$ cat config.mk
export PLATFORM = sky130hd
export DESIGN_NAME = ac97_sample_writer_flat
export DESIGN_NICKNAME = d
export VERILOG_FILES = /design/src/rtl/ac97_sample_writer_if.sv /design/src/rtl/ac97_sample_writer.sv /design/src/flat_wrapper.sv
export SDC_FILE = /design/constraint.sdc
export NUM_CORES = 1
export LEC_CHECK = 0
export CORE_UTILIZATION = 54
export CTS_BUF_LIST = sky130_fd_sc_hd__clkbuf_16
export DETAILED_ROUTE_END_ITERATION = 6
export GPL_ROUTABILITY_DRIVEN = 0
export PLACE_DENSITY_LB_ADDON = 0.12
export RECOVER_POWER = 100
export SLEW_MARGIN = 40
export SYNTH_ARGS = -nofsm -noshare
export SYNTH_HDL_FRONTEND = slang
export SYNTH_SLANG_ARGS = --single-unit
$ cat constraint.sdc
create_clock -name clk -period 3.1 [get_ports clk]
set_clock_uncertainty 0.05 [all_clocks]
set_input_delay 0.31 -clock clk [delete_from_list [all_inputs] [get_ports clk]]
set_output_delay 0.31 -clock clk [all_outputs]
set_load 0.02 [all_outputs]
$ cat src/rtl/ac97_sample_writer_if.sv
// ac97_sample_writer_if: CPU register bus plus the FIFO write port of the
// AC97 sample writer, bundled so the writer and its environment share one
// set of wires. The slave modport is the writer's view; the master modport
// is the side that drives the CPU strobes and the FIFO full flag.
interface ac97_sample_writer_if #(
  parameter int SAMPLE_WIDTH = 20
);
  logic [3:0]              addr;
  logic [31:0]             wdata;
  logic                    we;
  logic                    re;
  logic [31:0]             rdata;
  logic [SAMPLE_WIDTH-1:0] fifo_din;
  logic                    fifo_wr_en;
  logic                    fifo_full;

  modport slave (
    input  addr, wdata, we, re, fifo_full,
    output rdata, fifo_din, fifo_wr_en
  );

  modport master (
    output addr, wdata, we, re, fifo_full,
    input  rdata, fifo_din, fifo_wr_en
  );
endinterface

$ cat src/rtl/ac97_sample_writer.sv
// ac97_sample_writer: memory-mapped stage in front of the AC97 sample async
// FIFO. CPU writes to TX_DATA are saturated to SAMPLE_WIDTH, attenuated by an
// arithmetic right shift of the volume amount, and queued in a 2-entry buffer
// that drains into the FIFO one sample per cycle whenever the FIFO is not
// full. STATUS, VOLUME and COUNT are readable for polling.
// Optional build macro AC97_VOL_ZC_EN: volume changes wait for a zero
// crossing of the captured samples instead of taking effect immediately.
module ac97_sample_writer #(
  parameter int SAMPLE_WIDTH = 20,
  parameter int VOL_WIDTH    = 4
) (
  input  logic                clk,
  input  logic                rst_b,
  ac97_sample_writer_if.slave bus
);

  localparam logic [3:0] ADDR_TX     = 4'h0;
  localparam logic [3:0] ADDR_STATUS = 4'h4;
  localparam logic [3:0] ADDR_VOLUME = 4'h8;
  localparam logic [3:0] ADDR_COUNT  = 4'hC;

  localparam logic signed [31:0] SAT_MAX = (32'sd1 <<< (SAMPLE_WIDTH - 1)) - 32'sd1;
  localparam logic signed [31:0] SAT_MIN = -(32'sd1 <<< (SAMPLE_WIDTH - 1));

  // Buffer occupancy doubles as the control state.
  typedef enum logic [1:0] {
    OCC_EMPTY = 2'd0,
    OCC_ONE   = 2'd1,
    OCC_TWO   = 2'd2
  } occ_e;

  occ_e state_q, state_d;

  logic [SAMPLE_WIDTH-1:0] buf0_q, buf0_d;
  logic [SAMPLE_WIDTH-1:0] buf1_q, buf1_d;
  logic [31:0]             rdata_q, rdata_d;
  logic [31:0]             count_q, count_d;
  logic                    overflow_q, overflow_d;
  logic [VOL_WIDTH-1:0]    volReq_q, volReq_d;

  logic                    pop;
  logic                    ready;
  logic                    txWrite;
  logic                    txAccept;
  logic                    txDrop;
  logic                    volWrite;
  logic                    ovClear;
  logic                    countClear;
  logic                    writeSlot1;
  logic                    statusPending;
  logic [VOL_WIDTH-1:0]    volUse;
  logic signed [31:0]      wdataSigned;
  logic signed [SAMPLE_WIDTH-1:0] satSample;
  logic signed [SAMPLE_WIDTH-1:0] shiftedSample;
  logic [31:0]             readVal;

`ifdef AC97_VOL_ZC_EN
  logic [VOL_WIDTH-1:0]    volAct_q, volAct_d;
  logic                    volPending_q, volPending_d;
  logic                    prevNeg_q, prevNeg_d;
  logic                    zcHit;
  logic                    volSwap;
`endif

  assign wdataSigned = $signed(bus.wdata);
  assign txWrite     = bus.we && (bus.addr == ADDR_TX);
  assign volWrite    = bus.we && (bus.addr == ADDR_VOLUME);
  assign ovClear     = bus.we && (bus.addr == ADDR_STATUS) && bus.wdata[1];
  assign countClear  = bus.we && (bus.addr == ADDR_COUNT);
  assign txAccept    = txWrite && (ready || pop);
  assign txDrop      = txWrite && !txAccept;

  // Clamp the signed CPU word into the signed sample range.
  always_comb begin
    satSample = wdataSigned[SAMPLE_WIDTH-1:0];
    if (wdataSigned > SAT_MAX) begin
      satSample = SAT_MAX[SAMPLE_WIDTH-1:0];
    end else if (wdataSigned < SAT_MIN) begin
      satSample = SAT_MIN[SAMPLE_WIDTH-1:0];
    end
  end

`ifdef AC97_VOL_ZC_EN
  // Swap to the requested volume only on a zero or sign-change sample.
  always_comb begin
    zcHit   = (satSample == '0) || (satSample[SAMPLE_WIDTH-1] != prevNeg_q);
    volSwap = txAccept && volPending_q && zcHit;
    volUse  = volSwap ? volReq_q : volAct_q;
  end
  assign statusPending = volPending_q;
`else
  assign volUse        = volReq_q;
  assign statusPending = 1'b0;
`endif

  assign shiftedSample = satSample >>> volUse;

  // State register: buffer occupancy.
  always_ff @(posedge clk) begin
    if (!rst_b) begin
      state_q <= OCC_EMPTY;
    end else begin
      state_q <= state_d;
    end
  end

  // Next occupancy from the accept and pop events of this cycle.
  always_comb begin
    state_d = state_q;
    case ({txAccept, pop})
      2'b10: begin
        case (state_q)
          OCC_EMPTY: state_d = OCC_ONE;
          OCC_ONE:   state_d = OCC_TWO;
          default:   state_d = state_q;
        endcase
      end
      2'b01: begin
        case (state_q)
          OCC_TWO: state_d = OCC_ONE;
          OCC_ONE: state_d = OCC_EMPTY;
          default: state_d = state_q;
        endcase
      end
      default: state_d = state_q;
    endcase
  end

  // Outputs decoded from occupancy; pushes are held off while in reset.
  always_comb begin
    ready          = (state_q != OCC_TWO);
    pop            = rst_b && (state_q != OCC_EMPTY) && !bus.fifo_full;
    bus.fifo_wr_en = pop;
    bus.fifo_din   = buf0_q;
    bus.rdata      = rdata_q;
  end

  // Register read multiplexer; unmapped offsets read as zero.
  always_comb begin
    readVal = '0;
    case (bus.addr)
      ADDR_STATUS: readVal = {27'd0, state_q, statusPending, overflow_q, ready};
      ADDR_VOLUME: readVal = {{(32 - VOL_WIDTH){1'b0}}, volReq_q};
      ADDR_COUNT:  readVal = count_q;
      default:     readVal = '0;
    endcase
  end

  // Next values for the buffer slots and the CPU-visible registers.
  always_comb begin
    buf0_d     = buf0_q;
    buf1_d     = buf1_q;
    writeSlot1 = (state_q == OCC_TWO) || ((state_q == OCC_ONE) && !pop);
    if (pop) begin
      buf0_d = buf1_q;
    end
    if (txAccept) begin
      if (writeSlot1) begin
        buf1_d = shiftedSample;
      end else begin
        buf0_d = shiftedSample;
      end
    end
    overflow_d = txDrop || (overflow_q && !ovClear);
    volReq_d   = volWrite ? bus.wdata[VOL_WIDTH-1:0] : volReq_q;
    count_d    = count_q;
    if (pop) begin
      count_d = count_q + 32'd1;
    end
    if (countClear) begin
      count_d = '0;
    end
    rdata_d = bus.re ? readVal : rdata_q;
  end

`ifdef AC97_VOL_ZC_EN
  // Zero-crossing bookkeeping: pending flag, active volume, last sign.
  always_comb begin
    volPending_d = volPending_q;
    if (volSwap) begin
      volPending_d = 1'b0;
    end
    if (volWrite) begin
      volPending_d = 1'b1;
    end
    volAct_d  = volSwap ? volReq_q : volAct_q;
    prevNeg_d = txAccept ? satSample[SAMPLE_WIDTH-1] : prevNeg_q;
  end

  // Zero-crossing registers.
  always_ff @(posedge clk) begin
    if (!rst_b) begin
      volAct_q     <= '0;
      volPending_q <= 1'b0;
      prevNeg_q    <= 1'b0;
    end else begin
      volAct_q     <= volAct_d;
      volPending_q <= volPending_d;
      prevNeg_q    <= prevNeg_d;
    end
  end
`endif

  // Datapath and register file; reset discards any buffered samples.
  always_ff @(posedge clk) begin
    if (!rst_b) begin
      buf0_q     <= '0;
      buf1_q     <= '0;
      rdata_q    <= '0;
      count_q    <= '0;
      overflow_q <= 1'b0;
      volReq_q   <= '0;
    end else begin
      buf0_q     <= buf0_d;
      buf1_q     <= buf1_d;
      rdata_q    <= rdata_d;
      count_q    <= count_d;
      overflow_q <= overflow_d;
      volReq_q   <= volReq_d;
    end
  end

endmodule

$ cat src/flat_wrapper.sv
// flat-port wrapper written by rule: the top's interface ports become plain ports
module ac97_sample_writer_flat 
#(
  parameter int SAMPLE_WIDTH = 20,
  parameter int VOL_WIDTH    = 4
)
  (clk, rst_b, bus_addr, bus_wdata, bus_we, bus_re, bus_fifo_full, bus_rdata, bus_fifo_din, bus_fifo_wr_en);
  ac97_sample_writer_if #(.SAMPLE_WIDTH(SAMPLE_WIDTH)) bus_i ();
  input  logic clk;
  input  logic rst_b;
  input wire logic [$bits(bus_i.addr)-1:0] bus_addr;
  input wire logic [$bits(bus_i.wdata)-1:0] bus_wdata;
  input wire logic [$bits(bus_i.we)-1:0] bus_we;
  input wire logic [$bits(bus_i.re)-1:0] bus_re;
  input wire logic [$bits(bus_i.fifo_full)-1:0] bus_fifo_full;
  output wire logic [$bits(bus_i.rdata)-1:0] bus_rdata;
  output wire logic [$bits(bus_i.fifo_din)-1:0] bus_fifo_din;
  output wire logic [$bits(bus_i.fifo_wr_en)-1:0] bus_fifo_wr_en;
  assign bus_i.addr = bus_addr;
  assign bus_i.wdata = bus_wdata;
  assign bus_i.we = bus_we;
  assign bus_i.re = bus_re;
  assign bus_i.fifo_full = bus_fifo_full;
  assign bus_rdata = bus_i.rdata;
  assign bus_fifo_din = bus_i.fifo_din;
  assign bus_fifo_wr_en = bus_i.fifo_wr_en;
  ac97_sample_writer #(.SAMPLE_WIDTH(SAMPLE_WIDTH), .VOL_WIDTH(VOL_WIDTH)) u_core (.clk(clk), .rst_b(rst_b), .bus(bus_i));
endmodule
Yosys cells after proc, flatten, opt, wreduce, memory -nomap -nowiden --
Cells that the tools add are included.
Cells by class: order comparisons 2, add/sub/neg operators 1, $mul 0, equality and inequality tests 10, multiplexer cells 9, shifts and indexed selects 1, reduce and logical (&&, ||, !) cells 25, bitwise logic cells 1, divide/modulo/power cells 0
Operator list (number):
- $mux W20 | 5
- $pmux W32 S3 | 1
- $add A32 B1 Y32 const B | 1
- $gt A32 B20 Y1 const B | 1
- $lt A32 B20 Y1 const B | 1
- $sshr A20 B4 Y20 | 1
- $pmux W2 S2 | 3
- $logic_and A1 B1 Y1 | 11
- $eq A4 B4 Y1 const B | 2
- $eq A2 B1 Y1 const B | 2
- $eq A2 B2 Y1 const B | 2
- $eq A4 B3 Y1 const B | 1
- $logic_not A1 Y1 | 4
- $logic_not A4 Y1 | 1
- $reduce_bool A2 Y1 | 2
- $logic_or A1 B1 Y1 | 3
- $ne A3 B1 Y1 const B | 1
- $ne A3 B2 Y1 const B | 1
- $reduce_and A3 Y1 | 1
- $logic_not A2 Y1 | 1
- $ne A2 B2 Y1 const B | 1
- $reduce_and A2 Y1 | 1
- $reduce_or A2 Y1 | 1
- $not A1 Y1 | 1
Word-level totals: memory bits (writable) 0, latch bits 0, input port bits 41, flip-flop bits (word level) 111, memories kept 0, memory bits (read-only) 0

Logic depth before layout (Yosys ltp) --
Gate-level depths: netlist (run 1).
depth after elaboration 8, mapped depth 13, depth with buffers taken out 11

Worst setup path after synthesis (run 1) --
OpenSTA, ideal clock, no wires.
path kind register to register, start register u_core.state_q[0], end register u_core.state_q[1], data required time 2.922 ns, buffers on the path 2, path slack 0.332 ns, stages on the path, launching flop included 14, data arrival time 2.590 ns, cell sequence dfxtp_1 inv_1 ha_1 or3b_1 buf_2 inv_2 buf_1 o211ai_1 inv_1 ha_1 a21oi_1 o21ai_0 a2bb2oi_1 nor2_1
Between the ends: cells in the longest elaborated chain, start to end 8
Ends and longest elaborated chain:
- start, declared | RTL line ac97_sample_writer.sv:32 | occ_e state_q, state_d;
- start signal, assigned | RTL line ac97_sample_writer.sv:103 | state_q <= state_d;
- $reduce_bool A2 Y1 * | RTL line ac97_sample_writer.sv:132 | pop = rst_b && (state_q != OCC_EMPTY) && !bus.fifo_full;
- $logic_and A1 B1 Y1 * (2 in a row) | RTL line ac97_sample_writer.sv:132
- named net bus_fifo_wr_en | RTL line flat_wrapper.sv:18 | output wire logic [$bits(bus_i.fifo_wr_en)-1:0] bus_fifo_wr_en;
- $logic_or A1 B1 Y1 | RTL line ac97_sample_writer.sv:70 | assign txAccept = txWrite && (ready || pop);
- $logic_and A1 B1 Y1 | RTL line ac97_sample_writer.sv:70
- $eq A2 B1 Y1 or $eq A2 B2 Y1 (tied branches) | RTL line ac97_sample_writer.sv:110 | case ({txAccept, pop})
- $ne A3 B1 Y1 (no line) (tied with other cells)
- $reduce_and A3 Y1 (no line)
Mark *: on every way through the listed nets, which the timed path passes. The rest lies on a longest branch. A chain may end at the register's enable or synchronous reset.

Worst setup path in the final report (run 1) --
start register u_core.state_q[0], end output port bus_fifo_wr_en
Between the ends: cells in the longest elaborated chain, start to end 3
Ends and longest elaborated chain (RTL line):
- $reduce_bool A2 Y1 | ac97_sample_writer.sv:132
- $logic_and A1 B1 Y1 (2 in a row) | ac97_sample_writer.sv:132
- end, declared | flat_wrapper.sv:18
Every way passes these cells.

==> flow_summary.json, run 1 <==
{
  "fin_crit_sh_pct": 92.0,
  "wire_per_inst_um": 17.3,
  "min_path_type": "reg -> reg",
  "numCtsBuffers": 9,
  "initial_core_util_pct": 55.2,
  "place_ws_ns": 0.299,
  "ant_nets": 0,
  "grt_max_degree": 48,
  "fin_ws_ns": 0.247,
  "cts_root_buf": "clkbuf_16",
  "drt_pass1_iterations": 5,
  "fin_setup_tns_ns": 0,
  "grt_pass1_wl_mm": 26.3,
  "yosysWarningCount": 0,
  "clk_latency_ns": 0.36,
  "fmax_mhz": 351,
  "critPathRequiredTime_ns": 2.74,
  "slew_violations": 0,
  "drt-total-wl_mm": 16.3,
  "final-setup-viol-count": 0,
  "ys.flop_type": "dfxtp_1",
  "power_uw": 2870,
  "relSlewSlack_pct": 34.6,
  "cts_resized": 0,
  "fin_crit_ns": 2.85,
  "num_io_pins": 94,
  "fin_util_pct": 67.5,
  "yosys.area_share.xor_xnor_pct": 3.66,
  "die_x_um": 107,
  "syn_area_per_cell_um2": 8.33,
  "tightest_slew_ns": 0.981,
  "status": "completed",
  "area.growth.synth_to_final_pct": 22.3,
  "row_count": 38,
  "post-route-drc-count": 0,
  "muxShareOfSynthArea_pct": 12.1,
  "drt_iter0_markers": 379,
  "antenna_found_initial": 0,
  "irDropWorstVdd_mv": 0.315,
  "hold_slack_ns": 0.418,
  "synth_simple_gate_area_share_pct": 22.7,
  "crit_type": "reg -> out",
  "die_h_um": 107,
  "grt_pass1_vias": 5285,
  "synth-seq-cells": 111,
  "die_area_um2": 11500,
  "powerDensity_nw_per_um2": 392,
  "final_layout_size_suffix_gt1_share_pct": 8.35,
  "coreArea_um2": 10800,
  "clock_path_buffers": 2,
  "ys_seq_area_share_pct": 37.1,
  "post_cts_buffers": 0,
  "drv_cap": 0,
  "synth_cells": 718,
  "syn-cell-area_um2": 5980,
  "via_per_inst": 6.14,
  "clock_sinks": 111,
  "nNetsFinal": 844,
  "overflow": 0,
  "worstSetupEndpointType": "output pin",
  "rsz0062_at_grt": "no",
  "cp_data_arrival_time_ns": 2.49,
  "r2r_cells": 7,
  "ctsHoldBuffers": 0,
  "yosysUniqueCellTypes": 63,
  "start_kind": "flop",
  "vias": 5781,
  "p_leak_uw": 0.00282,
  "cp_max_fo": 12,
  "report.final.hold_viol_count": 0,
  "synth_edf_count": 0,
  "synth_compound_area_share_pct": 18.3,
  "htree_levels": 3,
  "syn_nets": 765,
  "diodes": 0,
  "cts_tree": "done",
  "synth_adder_area_share_pct": 1.25,
  "grt_usage_pct": 29.3,
  "synth_top_family_by_area": "simple AND/OR/NAND/NOR gates",
  "path_clk_slew_ns": 0.07,
  "hold_depth": 2,
  "numPortBuffers": 93,
  "ys_async_sr_fraction_pct": 0,
  "dp_hpwl_mm": 11.8
}
cell families after synthesis:
kind of cell	count (synthesis)
compound gates	165
xor+xnor	25
fa+ha+maj	6
buf+inv	65
flops	111
mux	49
simple gates	297
registers in the layout, indices dropped and copies added (netlist names):
register and cells:
u_core.bus.rdata 32, u_core.volReq_q 4, u_core.state_q 2, u_core.buf1_q 20, u_core.count_q 32, u_core.overflow_q 1, u_core.bus.fifo_din 20
cell type report:
class | count | area (µm²)
sequential | 111 | 2220
clock inverter | 7 | 66.3
inverter | 14 | 52.6
clock buffer | 9 | 225
tap | 140 | 175
multi-input combinational | 542 | 3460
fill | 915 | 3520
timing repair buffer | 119 | 1120
per-layer routing:
| layer | global-route usage (%) | routed length, µm | vias to the layer above |
|---|---|---|---|
| met5 | 0 | 0 | - |
| met4 | 9.78 | 317 | 0 |
| met3 | 4.60 | 1080 | 31 |
| met2 | 45.4 | 7470 | 235 |
| met1 | 41.4 | 7410 | 2744 |
| li1 | - | - | 2771 |
critical path, cell delays in order, from the launching register on:
cell,delay [ns]
dfxtp_1,0.40
inv_1,0.09
ha_1,0.22
or3b_1,0.49
inv_2,0.23
dlygate4sd3_1,0.72
per-stage QoR:
stage,instances,cell area (µm²)
finish,942,7320
detailed placement,926,7060
global route,942,7320
CTS,942,7350
global placement,926,7060
floorplan,718,5980
synthesized netlist by cell type, types with 3 or more instances:
cell type	number	area share (%)
a211oi_1	4	0.50
a22oi_1	30	3.8
mux2_2	9	1.7
nor2_1	94	5.9
o21ai_0	35	2.9
xnor2_1	6	0.88
and3_1	8	0.84
nand4_1	15	1.6
nor4_1	6	0.63
dfxtp_1	111	37
a311oi_1	6	0.88
o32ai_1	5	0.73
o211ai_1	7	0.88
o22ai_1	5	0.52
clkbuf_1	28	1.8
o221ai_1	3	0.44
xor2_1	19	2.8
a31oi_1	4	0.42
inv_1	11	0.69
buf_4	3	0.38
nor3_1	9	0.75
o31ai_1	4	0.50
nand3_1	29	2.4
buf_1	4	0.25
a21oi_1	37	3.1
mux4_2	15	5.6
and4_1	4	0.59
a221oi_1	3	0.44
buf_2	13	1.1
mux2i_1	23	3.8
or3_1	8	0.84
nor2b_1	5	0.52
ha_1	6	1.3
nand2b_1	3	0.31
buf_6	3	0.56
nand2_1	104	6.5
o21a_1	3	0.38
and2_1	5	0.52
power by group:
| part | internal [µW] | leakage, µW | switching [µW] |
|---|---|---|---|
| Sequential | 1430 | 0.000894 | 6.70 |
| Combinational | 131 | 0.00178 | 173 |
| Clock | 562 | 0.000141 | 566 |
| Total | 2130 | 0.00282 | 746 |
layout by cell type (no fill, tap or decap), drive strengths merged, types with 7 or more instances in the layout:
cell and n:
dfxtp 111, nand2 104, nor2 94, dlygate4sd3 55, clkdlybuf4s50 38, a21oi 37, o21ai 36, a22oi 30
nand3 29, mux2i 23, buf 20, xor2 19, mux4 17, nand4 16, inv 15, clkbuf 15
nor3 10, mux2 9, or3 8, and3 8, o211ai 7
worst paths after layout:
| path | start | to | slack (ns) |
|---|---|---|---|
| max | u_core.state_q[0] | bus_fifo_wr_en | 0.25 |
| min | u_core.overflow_q | u_core.overflow_q | 0.42 |
| max reg2reg | u_core.state_q[0] | u_core.bus.fifo_din[2] | 0.35 |
| min reg2reg | u_core.overflow_q | u_core.overflow_q | 0.42 |
(Power assumes the default switching activity.)
==> run 2: changes to the inputs <==
--- a/config.mk
+++ b/config.mk
@@ -9,9 +9,11 @@
 export CTS_BUF_LIST = sky130_fd_sc_hd__clkbuf_16
 export DETAILED_ROUTE_END_ITERATION = 6
 export GPL_ROUTABILITY_DRIVEN = 0
-export PLACE_DENSITY_LB_ADDON = 0.12
+export GPL_TIMING_DRIVEN = 0
+export PLACE_DENSITY_LB_ADDON = 0.2
 export RECOVER_POWER = 100
 export SLEW_MARGIN = 40
 export SYNTH_ARGS = -nofsm -noshare
 export SYNTH_HDL_FRONTEND = slang
 export SYNTH_SLANG_ARGS = --single-unit
+export TNS_END_PERCENT = 30
==> run 2 against run 1 <==
  * Total power down 1.2%
  * Via count up 4.0%
  * Flip-flop and latch count unchanged
  * Fmax down 3.3%
  * Register-to-register slack worse by 0.11 ns
  * Combinational power up 2%
  * Hold slack worse by 0.072 ns
  * Count of clock-buffer cells in the layout unchanged
  * Core utilization down 0.21 points
  * Global-route usage up 1.9 points
  * Critical path type unchanged
  * First-iteration DRC count up 44%
==> flow_summary.json, run 2 (synthesis gave the netlist of run 1 again) <==
{
  "stdcell_area_um2": 7300,
  "grt_usage_pct": 31.1,
  "cts_root_buf": "clkbuf_16",
  "cp_max_fo": 19,
  "clock_sinks": 111,
  "status": "completed",
  "crit_type": "reg -> out",
  "ctsHoldBuffers": 0,
  "final_layout_size_suffix_gt1_share_pct": 6.93,
  "die_h_um": 107,
  "relSlewSlack_pct": 50.0,
  "path_clk_slew_ns": 0.07,
  "layout_common_cells": "dfxtp_1, nand2_1, nor2_1",
  "numPortBuffers": 89,
  "seqCellArea_um2": 2220,
  "drv_cap": 0,
  "post-route-drc-count": 0,
  "crit-reg2reg-launch": "u_core.state_q[0]",
  "die_area_um2": 11500,
  "htree_levels": 3,
  "coreArea_um2": 10800,
  "p_leak_uw": 0.00280,
  "fin_crit_sh_pct": 95.2,
  "drt_pass1_iterations": 5,
  "cp_data_arrival_time_ns": 2.59,
  "powerDensity_nw_per_um2": 389,
  "die_x_um": 107,
  "start_kind": "flop",
  "min_path_type": "in -> reg",
  "row_count": 38,
  "report.final.hold_viol_count": 0,
  "vias": 6012,
  "num_io_pins": 94,
  "fin_crit_ns": 2.95,
  "grt_pass1_wl_mm": 28.1,
  "area.growth.synth_to_final_pct": 21.9,
  "clock_path_buffers": 2,
  "drt-total-wl_mm": 17.3,
  "nFillCells": 905,
  "wl_met2_mm": 7.86,
  "hold_path_startpoint": "rst_b",
  "drt_iter0_markers": 545,
  "met1_length_mm": 7.39,
  "dp_cells": 947,
  "dpl-instance-area_um2": 7050,
  "cts_resized": 0,
  "antenna_found_initial": 0,
  "cp-endpoint": "bus_fifo_wr_en",
  "r2r_end": "u_core.count_q[31]",
  "final_common_cell": "dfxtp_1",
  "hold_slack_ns": 0.346,
  "wire_per_inst_um": 18.0,
  "wl_met3_mm": 1.60,
  "r2r_cells": 10,
  "clk_latency_ns": 0.35,
  "grt_max_degree": 20,
  "diodes": 0,
  "grt_pass1_vias": 5677,
  "place_ws_ns": -0.00899,
  "fmax_mhz": 339,
  "via_per_inst": 6.25,
  "rsz0062_at_grt": "no",
  "irDropWorstVdd_mv": 0.449,
  "tightest_slew_ns": 0.747,
  "routed.top_layer": "met4",
  "slew_violations": 0,
  "critPathRequiredTime_ns": 2.74,
  "worstSetupEndpointType": "output pin",
  "multi_input_area_um2": 3470,
  "overflow": 0,
  "fin_ws_ns": 0.150,
  "initial_core_util_pct": 55.2,
  "ant_nets": 0,
  "r2r_setup_slack_ns": 0.24,
  "final_cells": 962,
  "startpoint": "u_core.state_q[0]",
  "final-setup-viol-count": 0,
  "numCtsBuffers": 9,
  "nNetsFinal": 864,
  "cts_tree": "done",
  "dp_hpwl_mm": 13.0
}
run 2: cell types whose count changed in the layout (fill, tap and decap cells not counted), sizes merged:
cell / previous run / this run
clkdlybuf4s50: 38 / 33
buf: 20 / 13
dlygate4sd3: 55 / 56
inv: 15 / 17
clkbuf: 15 / 46
clkinv: 5 / 3
run 2: power breakdown:
part           internal [µW]  total, µW  switching [µW]  leakage, µW
registers               1430       1440            5.00     0.000894
clock network            547       1090             542     0.000138
logic                    125        309             184      0.00177
total                   2100       2840             731      0.00280
run 2: worst min-delay path by stage:
| stage | endpoint | slack, ns | cells after the start |
|---|---|---|---|
| finish | u_core.bus.fifo_din[5] | 0.35 | 3 |
| global route | u_core.bus.fifo_din[5] | 0.36 | 3 |
| CTS | u_core.bus.fifo_din[5] | 0.33 | 3 |
| detailed placement | u_core.buf1_q[5] | 0.40 | 2 |
| global placement | u_core.buf1_q[5] | 0.39 | 2 |
| floorplan | u_core.buf1_q[5] | 0.38 | 2 |
run 2: area by class of cell:
| type | count | share of cell area [%] |
|---|---|---|
| buffer | 50 | 2.98 |
| clock buffer | 9 | 3.09 |
| clock inverter | 7 | 0.652 |
| inverter | 14 | 0.720 |
| multi-input combinational | 542 | 47.5 |
| sequential | 111 | 30.5 |
| tap | 140 | 2.40 |
| timing repair buffer | 89 | 12.2 |
run 2: per-layer routing:
metal / vias to the layer above / GRT usage [%]
met5: - / 0
met4: 0 / 10.8
met3: 49 / 8.05
met2: 309 / 48.2
met1: 2848 / 42.0
li1: 2806 / -
run 2: timing repair:
item                                    CTS  global route
endpoints found under the hold margin     0             0
endpoints found under the setup margin    1             0
setup buffers                             0             0
run 2: stage by stage:
step	TNS [ns]	power [µW]	util, %
3_3_place_gp	0	1770	65.0
4_1_cts	0	2850	67.5
6_report	0	2840	67.3
3_5_place_dp	-0.00899	1770	65.0
5_1_grt	0	2930	67.3
2_1_floorplan	0	1640	-
run 2: worst max-delay path, cell delays in order, from the launching register on:
cell	delay (ns)
dfxtp_1	0.40
inv_1	0.10
ha_1	0.22
or3b_1	0.37
buf_2	0.18
inv_2	0.29
clkdlybuf4s50_1	0.68
==> run 3: changes to the inputs <==
--- a/config.mk
+++ b/config.mk
@@ -5,6 +5,7 @@
 export SDC_FILE = /design/constraint.sdc
 export NUM_CORES = 1
 export LEC_CHECK = 0
+export CORE_MARGIN = 2
 export CORE_UTILIZATION = 54
 export CTS_BUF_LIST = sky130_fd_sc_hd__clkbuf_16
 export DETAILED_ROUTE_END_ITERATION = 6
==> run 3 against run 2 <==
  * Routed wire length fell by 1.0%
  * First-iteration DRC count rose by 26%
  * Combinational power barely moved
  * Core utilization fell by 0.058 points
  * Hold slack improved by 0.0017 ns
  * Die area rose by 3.8%
  * Clock power barely moved
  * Worst setup slack improved by 0.045 ns
  * Global-route usage fell by 1.4 points
  * Count of clock-buffer cells in the layout did not move
==> flow_summary.json, run 3 (synthesis gave the netlist of run 1 again) <==
{
  "area.growth.synth_to_final_pct": 21.8,
  "fin_crit_ns": 2.91,
  "vias": 5959,
  "r2r_cells": 10,
  "cp_max_fo": 19,
  "grt_max_degree": 20,
  "coreArea_um2": 10800,
  "slew_violations": 0,
  "r2r_end": "u_core.buf1_q[7]",
  "final-setup-viol-count": 0,
  "clk_latency_ns": 0.35,
  "r2r_setup_slack_ns": 0.19,
  "grt_pass1_wl_mm": 27.8,
  "num_io_pins": 94,
  "report.final.hold_viol_count": 0,
  "fmax_mhz": 344,
  "rsz0062_at_grt": "no",
  "fin_crit_sh_pct": 93.7,
  "relSlewSlack_pct": 47.3,
  "post_cts_buffers": 0,
  "fin_ws_ns": 0.195,
  "diodes": 0,
  "initial_core_util_pct": 55.2,
  "post-route-drc-count": 0,
  "antenna_found_initial": 0,
  "cp_data_arrival_time_ns": 3.11,
  "numPortBuffers": 89,
  "multi_input_area_um2": 3470,
  "dp_hpwl_mm": 12.9,
  "grt_usage_pct": 29.7,
  "critPathRequiredTime_ns": 3.31,
  "die_x_um": 109,
  "row_count": 38,
  "min_path_type": "in -> reg",
  "drt_iter0_markers": 689,
  "p_leak_uw": 0.00280,
  "clock_path_buffers": 2,
  "final_layout_size_suffix_gt1_share_pct": 7.18,
  "path_clk_slew_ns": 0.07,
  "hold_slack_ns": 0.347,
  "final_common_cell": "dfxtp_1",
  "cts_tree": "done",
  "cts_root_buf": "clkbuf_16",
  "drt-total-wl_mm": 17.1,
  "layout_common_cells": "dfxtp_1, nand2_1, nor2_1",
  "hold_path_startpoint": "rst_b",
  "crit_type": "reg -> reg",
  "clock_sinks": 111,
  "ant_nets": 0,
  "status": "completed",
  "start_kind": "flop",
  "htree_levels": 3,
  "drt_pass1_iterations": 6,
  "tightest_slew_ns": 0.784,
  "nNetsFinal": 864,
  "worstSetupEndpointType": "flop",
  "grt_pass1_vias": 5728,
  "via_per_inst": 6.19,
  "overflow": 0,
  "place_ws_ns": -0.0534,
  "min_to": "u_core.bus.fifo_din[5]",
  "seqCellArea_um2": 2220,
  "crit-reg2reg-launch": "u_core.state_q[0]",
  "drv_cap": 0,
  "wire_per_inst_um": 17.8,
  "hold_depth": 3,
  "die_area_um2": 11900,
  "powerDensity_nw_per_um2": 385,
  "die_h_um": 109,
  "nFillCells": 910,
  "numCtsBuffers": 9,
  "irDropWorstVdd_mv": 0.350
}
[run 3: cell count changes in the layout (fill, tap and decap cells not counted), sizes merged]
cell,change
clkinv,+2
inv,-2
[run 3: critical path: stages, from the launching register on]
cell and delay [ns]:
dfxtp_1 0.40, inv_1 0.09, ha_1 0.22, or3b_1 0.38, buf_2 0.18, clkinv_2 0.25, mux2i_1 0.18, nor2_1 0.18
clkbuf_2 0.28, nand2_1 0.28, o32ai_1 0.32
[run 3: report_power, final]
part	total (µW)	switching, µW	internal [µW]
logic	307	182	125
clock network	1060	521	540
registers	1440	5.01	1430
[run 3: worst max path at each step]
stage | startpoint | endpoint | slack (ns) | cells after the start
detailed placement | bus_fifo_full | u_core.state_q[1] | -0.05 | 12
CTS | u_core.state_q[0] | bus_fifo_wr_en | 0.13 | 6
floorplan | u_core.state_q[0] | u_core.state_q[1] | 0.33 | 13
global placement | bus_fifo_full | u_core.state_q[1] | 0.01 | 12
global route | u_core.state_q[0] | u_core.buf1_q[7] | 0.02 | 10
finish | u_core.state_q[0] | u_core.buf1_q[7] | 0.19 | 10
[run 3: final cells by class]
type	count	area share, %
inverter	14	0.738
buffer	50	2.97
clock buffer	9	3.09
tap	140	2.40
clock inverter	7	0.566
multi-input combinational	542	47.5
sequential	111	30.5
timing repair buffer	89	12.2
[run 3: metrics by stage]
step / std cells / TNS, ns / utilization [%] / instance area [µm²] / power (µW)
after floorplan: 718 / 0 / - / 5980 / 1640
after global placement: 947 / 0 / 65.0 / 7050 / 1770
after detailed placement: 947 / -0.0534 / 65.0 / 7050 / 1770
after CTS: 962 / 0 / 67.5 / 7310 / 2810
after global routing: 962 / 0 / 67.3 / 7290 / 2880
final: 962 / 0 / 67.3 / 7290 / 2810
[run 3: per-layer routing]
layer | share of wire (%) | vias to the layer above | track usage (%)
met3 | 9.3 | 43 | 6.93
met2 | 45 | 310 | 45.7
met4 | 2.4 | 0 | 10.3
met1 | 43 | 2799 | 41.1
li1 | - | 2807 | -
met5 | 0 | - | 0
[run 3: timing repair]
item                                    CTS  global route
endpoints found under the setup margin    2             5
pin swaps                                 0             1
hold buffers                              0             0
resized for setup                         0             1
==> patch 1, RTL diff (flow settings as in run 3) <==
`SAMPLE_WIDTH` is set to 20 in 3 places; all go to 30.
--- a/src/rtl/ac97_sample_writer_if.sv
+++ b/src/rtl/ac97_sample_writer_if.sv
@@ -5,3 +5,3 @@
 interface ac97_sample_writer_if #(
-  parameter int SAMPLE_WIDTH = 20
+  parameter int SAMPLE_WIDTH = 30
 );
--- a/src/rtl/ac97_sample_writer.sv
+++ b/src/rtl/ac97_sample_writer.sv
@@ -8,3 +8,3 @@
 module ac97_sample_writer #(
-  parameter int SAMPLE_WIDTH = 20,
+  parameter int SAMPLE_WIDTH = 30,
   parameter int VOL_WIDTH    = 4
--- a/src/flat_wrapper.sv
+++ b/src/flat_wrapper.sv
@@ -3,3 +3,3 @@
 #(
-  parameter int SAMPLE_WIDTH = 20,
+  parameter int SAMPLE_WIDTH = 30,
   parameter int VOL_WIDTH    = 4
Interface: changed (resized bus_fifo_din); port bits go from 94 to 104. No check against the original RTL was run, so the function may have changed too.
==> patch 1 against run 3 <==
The run now ends with design-rule violations left. Count of clock-buffer cells in the layout is 8 higher. Synthesized area is 13% higher. Fmax is 0.53% lower. Synthesized cell count is 14% higher. Clock power is 82% higher. Total power is 44% higher. Routed wire length is 12% higher. Sequential cell count is 20 higher. Final area is 17% higher. Sequential share of layout area is 0.29 points higher. Setup slack worse by 16 ps. Cell count is 16% higher. Hold slack worse by 96 ps. Largest cell class unchanged.
==> patch 1: results (changes against run 3) <==
| Metric | Value |
|---|---|
| Outcome | finished with violations |
| Violated checks | design-rule violations |
| Netlist cell types | 67 (+6.3%) |
| Layout cells sized above 1 | 0.0748 (+0.00304) |
| IO Port Bufs | 102 (+15%) |
| Post-synthesis xor/xnor area fraction | 0.0364 (-0.000224) |
| Crit path DAT | 2560 ps (-550 ps) |
| Clock-cell share | 0.0666 (+0.0301) |
| Overall Global Routing Usage | 0.298 (+0.000349) |
| # DRC | 3 (+3) |
| DR pass1 iterations | 7 (+1) |
| Wirelength, routed | 19100 um (+12%) |
| Cell family with most CP delay | buffers and inverters |
| Top post-synthesis cells by area | dfxtp_1 39%, nand2_1 6.9%, nor2_1 6.0%, a22oi_1 4.0%, mux2i_1 4.0% |
| WL met3 | 1680 um (+5.7%) |
| Post-synthesis mux area share | 0.0852 (-0.0355) |
| Seq/Total Area, Yosys | 0.389 (+0.0176) |
| Met1 WL | 8480 um (+15%) |
| Pleak | 3.34 nW (+19%) |
| Mapped Nets | 863 (+13%) |
| Fraction of area in multi-input gates | 0.446 (-0.0292) |
| Nets@finish | 983 (+14%) |
| Bufs w/o clock | 161 (+16%) |
| Worst reg2reg endpoint | u_core.count_q[31] |
| Worst Setup EP | bus_fifo_wr_en |
| Commonest cells post-synth | 131 x dfxtp_1, 124 x nand2_1, 107 x nor2_1 |
patch 1: cell count changes after synthesis, sizes merged, moves of 8 or more:
cell    delta
a211oi     +9
clkbuf    +14
dfxtp     +20
nand2     +20
nand4      -8
nor2      +13
o21ai     +10
patch 1: through the flow:
step / hold WS [ps] / util / total power [mW] / std cells / setup WS, ps
5_1_grt: 254 / 0.704 / 4.15 / 1117 / 63.8
6_report: 251 / 0.704 / 4.03 / 1117 / 179
3_5_place_dp: 399 / 0.658 / 2.13 / 1086 / 79.3
3_3_place_gp: 393 / 0.658 / 2.13 / 1086 / 114
4_1_cts: 233 / 0.705 / 4.04 / 1117 / 227
2_1_floorplan: 387 / - / 1.97 / 816 / 606
patch 1: tightest hold or removal path, cell delays in order:
cell and delay (ps):
buf_4 160, nand2_1 130, o31ai_1 70
patch 1: power breakdown:
part	switching (mW)	internal (mW)
Sequential	0.00566	1.69
Clock	0.765	1.17
Combinational	0.239	0.161
Total	1.01	3.02
==> patch 2, RTL diff (config.mk and constraints of run 3) <==
Without the edit above. `rdata_q` no longer has a reset.
--- a/src/rtl/ac97_sample_writer.sv
+++ b/src/rtl/ac97_sample_writer.sv
@@ -208,3 +208,2 @@
       buf1_q     <= '0;
-      rdata_q    <= '0;
       count_q    <= '0;
@@ -215,3 +214,2 @@
       buf1_q     <= buf1_d;
-      rdata_q    <= rdata_d;
       count_q    <= count_d;
@@ -222,2 +220,6 @@
 
+  always_ff @(posedge clk) begin
+    rdata_q <= rdata_d;
+  end
+
 endmodule
Formal check against the unedited RTL: not equivalent (a bounded check fails within 4 cycles, from zero or initial values and one cycle with rst_b low).
==> patch 2 against run 3 <==
The flow now finishes with violations (max-capacitance violations, max-slew violations). Final area up 2.7%. Synthesized area up 2.8%. Setup slack gained 44 ps. Combinational power grew 17%. Hold slack worse by 13 ps. First-iteration DRC count fell by 24%. Total power increased by 9.7%. Non-clock buffer count shrank 1. Routed wire length down 3.6%. Sequential cell count did not move. Critical path type is now register to output pin.
==> patch 2: results (changes against run 3) <==
| Metric | Value |
|---|---|
| Outcome | finished with violations |
| Violated checks | max-capacitance violations, max-slew violations |
| Seq/Total Area, Yosys | 0.413 (+0.0421) |
| HPWL Detailed | 12300 um (-4.6%) |
| GR Util met2 | 0.469 (+0.0113) |
| Drt initial violations | 525 (-24%) |
| Clock Root Buffer | clkbuf_16 |
| Nets@finish | 831 (-3.8%) |
| Commonest cells post-synth | 106 x nand2_1, 79 x dfxtp_1, 45 x nor2_1 |
| Slowest CP cell | dlygate4sd3_1 |
| Switch share | 0.251 (-0.00169) |
| YS warnings | 0 (unchanged) |
| Clock Pin Slew Worst Setup and Hold Paths | 70 ps (about the same) |
| Clk_lat worst skew | 350 ps (about the same) |
| Worst reg2reg endpoint | u_core.bus.fifo_din[0] |
| Max Root-Sink Buffers | 2 (unchanged) |
| Post-synth EDFFs | 32 (+32) |
| Total CTS buffers | 9 (unchanged) |
| Layout cells sized above 1 | 0.0849 (+0.0131) |
| Initial antenna violation count | 0 (unchanged) |
| Top post-synthesis cells by area | dfxtp_1 26%, edfxtp_1 16%, mux4_2 6.6%, nand2_1 6.5%, nand3_1 3.3% |
| Peak fanout along the critical path | 17 (-2) |
| WHS Path Cells | 3 (unchanged) |
| Reg2reg path depth | 7 (-3) |
| H-Tree Depth | 3 (unchanged) |
| Critical path's largest stage delay | 710 ps (+310 ps) |
| Fin. max-slew vios | 33 (+33) |
| Antenna diodes | 0 (unchanged) |
| DP Area | 7210 sq um (+2.3%) |
| Peak supply drop | 310 uV (-11%) |
| IO Port Bufs | 89 (unchanged) |
| Number of global-route vias before repair | 5541 (-3.3%) |
| Pleak | 2.79 nW (-0.56%) |
| Per-cell routed wire length | 17.7 um (-0.23%) |
| Hold Crit Class | primary input to register |
| Worst Tran Pin Value | 1670 ps (+887 ps) |
| Crit path DAT | 2500 ps (-610 ps) |
| Max-cap violations | 1 (+1) |
| Worst hold slack | 334 ps (-13.2 ps) |
| Netlist cell types | 58 (-7.9%) |
| Overall Global Routing Usage | 0.266 (-0.0309) |
| Hold Path End | u_core.count_q[15] |
| Ys async rst share | 0 (unchanged) |
| R2R setup slack | 320 ps (+130 ps) |
| Synth Flop Type | dfxtp_1 |
| Maximum number of pins on one net before global-route repair | 33 (+65%) |
| Cell family with most CP delay | buffers and inverters |
| Most frequent cell after synthesis | nand2_1 |
| Post-DR vias/cell | 6.20 (+0.16%) |
| Reg2Reg Launch Point | u_core.volReq_q[2] |
| Hold path start | rst_b |
| Met1 Use GR | 0.309 (-0.102) |
| Filler instances | 895 (-1.6%) |
| Global-route wire length before repair | 26700 um (-3.8%) |
| Mapped Nets | 732 (-4.3%) |
| Met3 usage | 0.0558 (-0.0136) |
| DR pass1 iterations | 5 (-1) |
==> patch 2: timing repair <==
action	in CTS	in global routing
resized for setup	0	0
setup buffers	0	0
setup endpoints to repair	1	0
==> patch 2: through the flow <==
| stage | util | setup slack (ps) | cells |
|---|---|---|---|
| final | 0.682 | 238 | 929 |
| after floorplan | - | 686 | 685 |
| after global routing | 0.682 | 133 | 929 |
| after detailed placement | 0.657 | 243 | 914 |
| after CTS | 0.684 | 275 | 929 |
| after global placement | 0.657 | 222 | 914 |
==> patch 2: final cells by class <==
cell class	count	area [sq um]	area share
sequential	111	2540	0.339
buffer	49	208	0.0277
tap	140	175	0.0234
multi-input combinational	511	3320	0.444
inverter	13	50.0	0.00668
timing repair buffer	89	885	0.118
clock inverter	7	82.6	0.0110
clock buffer	9	225	0.0301
==> patch 2: worst max path at each step <==
stage	from	endpoint	slack [ps]	depth (start not counted)
detailed placement	bus_fifo_full	bus_fifo_wr_en	240	6
global route	u_core.state_q[0]	bus_fifo_wr_en	130	6
CTS	u_core.state_q[0]	bus_fifo_wr_en	270	6
global placement	bus_fifo_full	bus_fifo_wr_en	220	6
finish	u_core.state_q[1]	bus_fifo_wr_en	240	6
floorplan	u_core.state_q[0]	u_core.state_q[1]	690	11
==> patch 2: worst reg2reg max path, stage by stage, from the launching register on <==
cell      delay [ps]
dfxtp_1          310
clkbuf_1         390
clkbuf_1         450
clkbuf_1         560
o21ai_0          200
o311ai_0         230
nand4_1          310
a21oi_1          220
==> patch 2: cell families after synthesis <==
family	share of synthesized area
buffers and inverters	0.0437
adders and majority gates	0.0122
and+or+nand+nor	0.238
AOI/OAI and AO/OA	0.149
xor gates and xnor gates	0.0385
DFF	0.413
muxes	0.106
==> patch 2: routing by layer <==
layer / vias to the layer above / share of wire
met4: 0 / 0.047
met5: - / 0
li1: 2673 / -
met1: 2675 / 0.38
met3: 83 / 0.076
met2: 333 / 0.50
==> patch 2: power by group through the flow <==
stage               registers [mW]  clock network [mW]  logic, mW
finish                        1.52                1.20      0.359
global route                  1.53                1.26      0.381
CTS                           1.53                1.21      0.363
detailed placement            1.56                   0      0.362
global placement              1.56                   0      0.355
floorplan                     1.59                   0      0.155
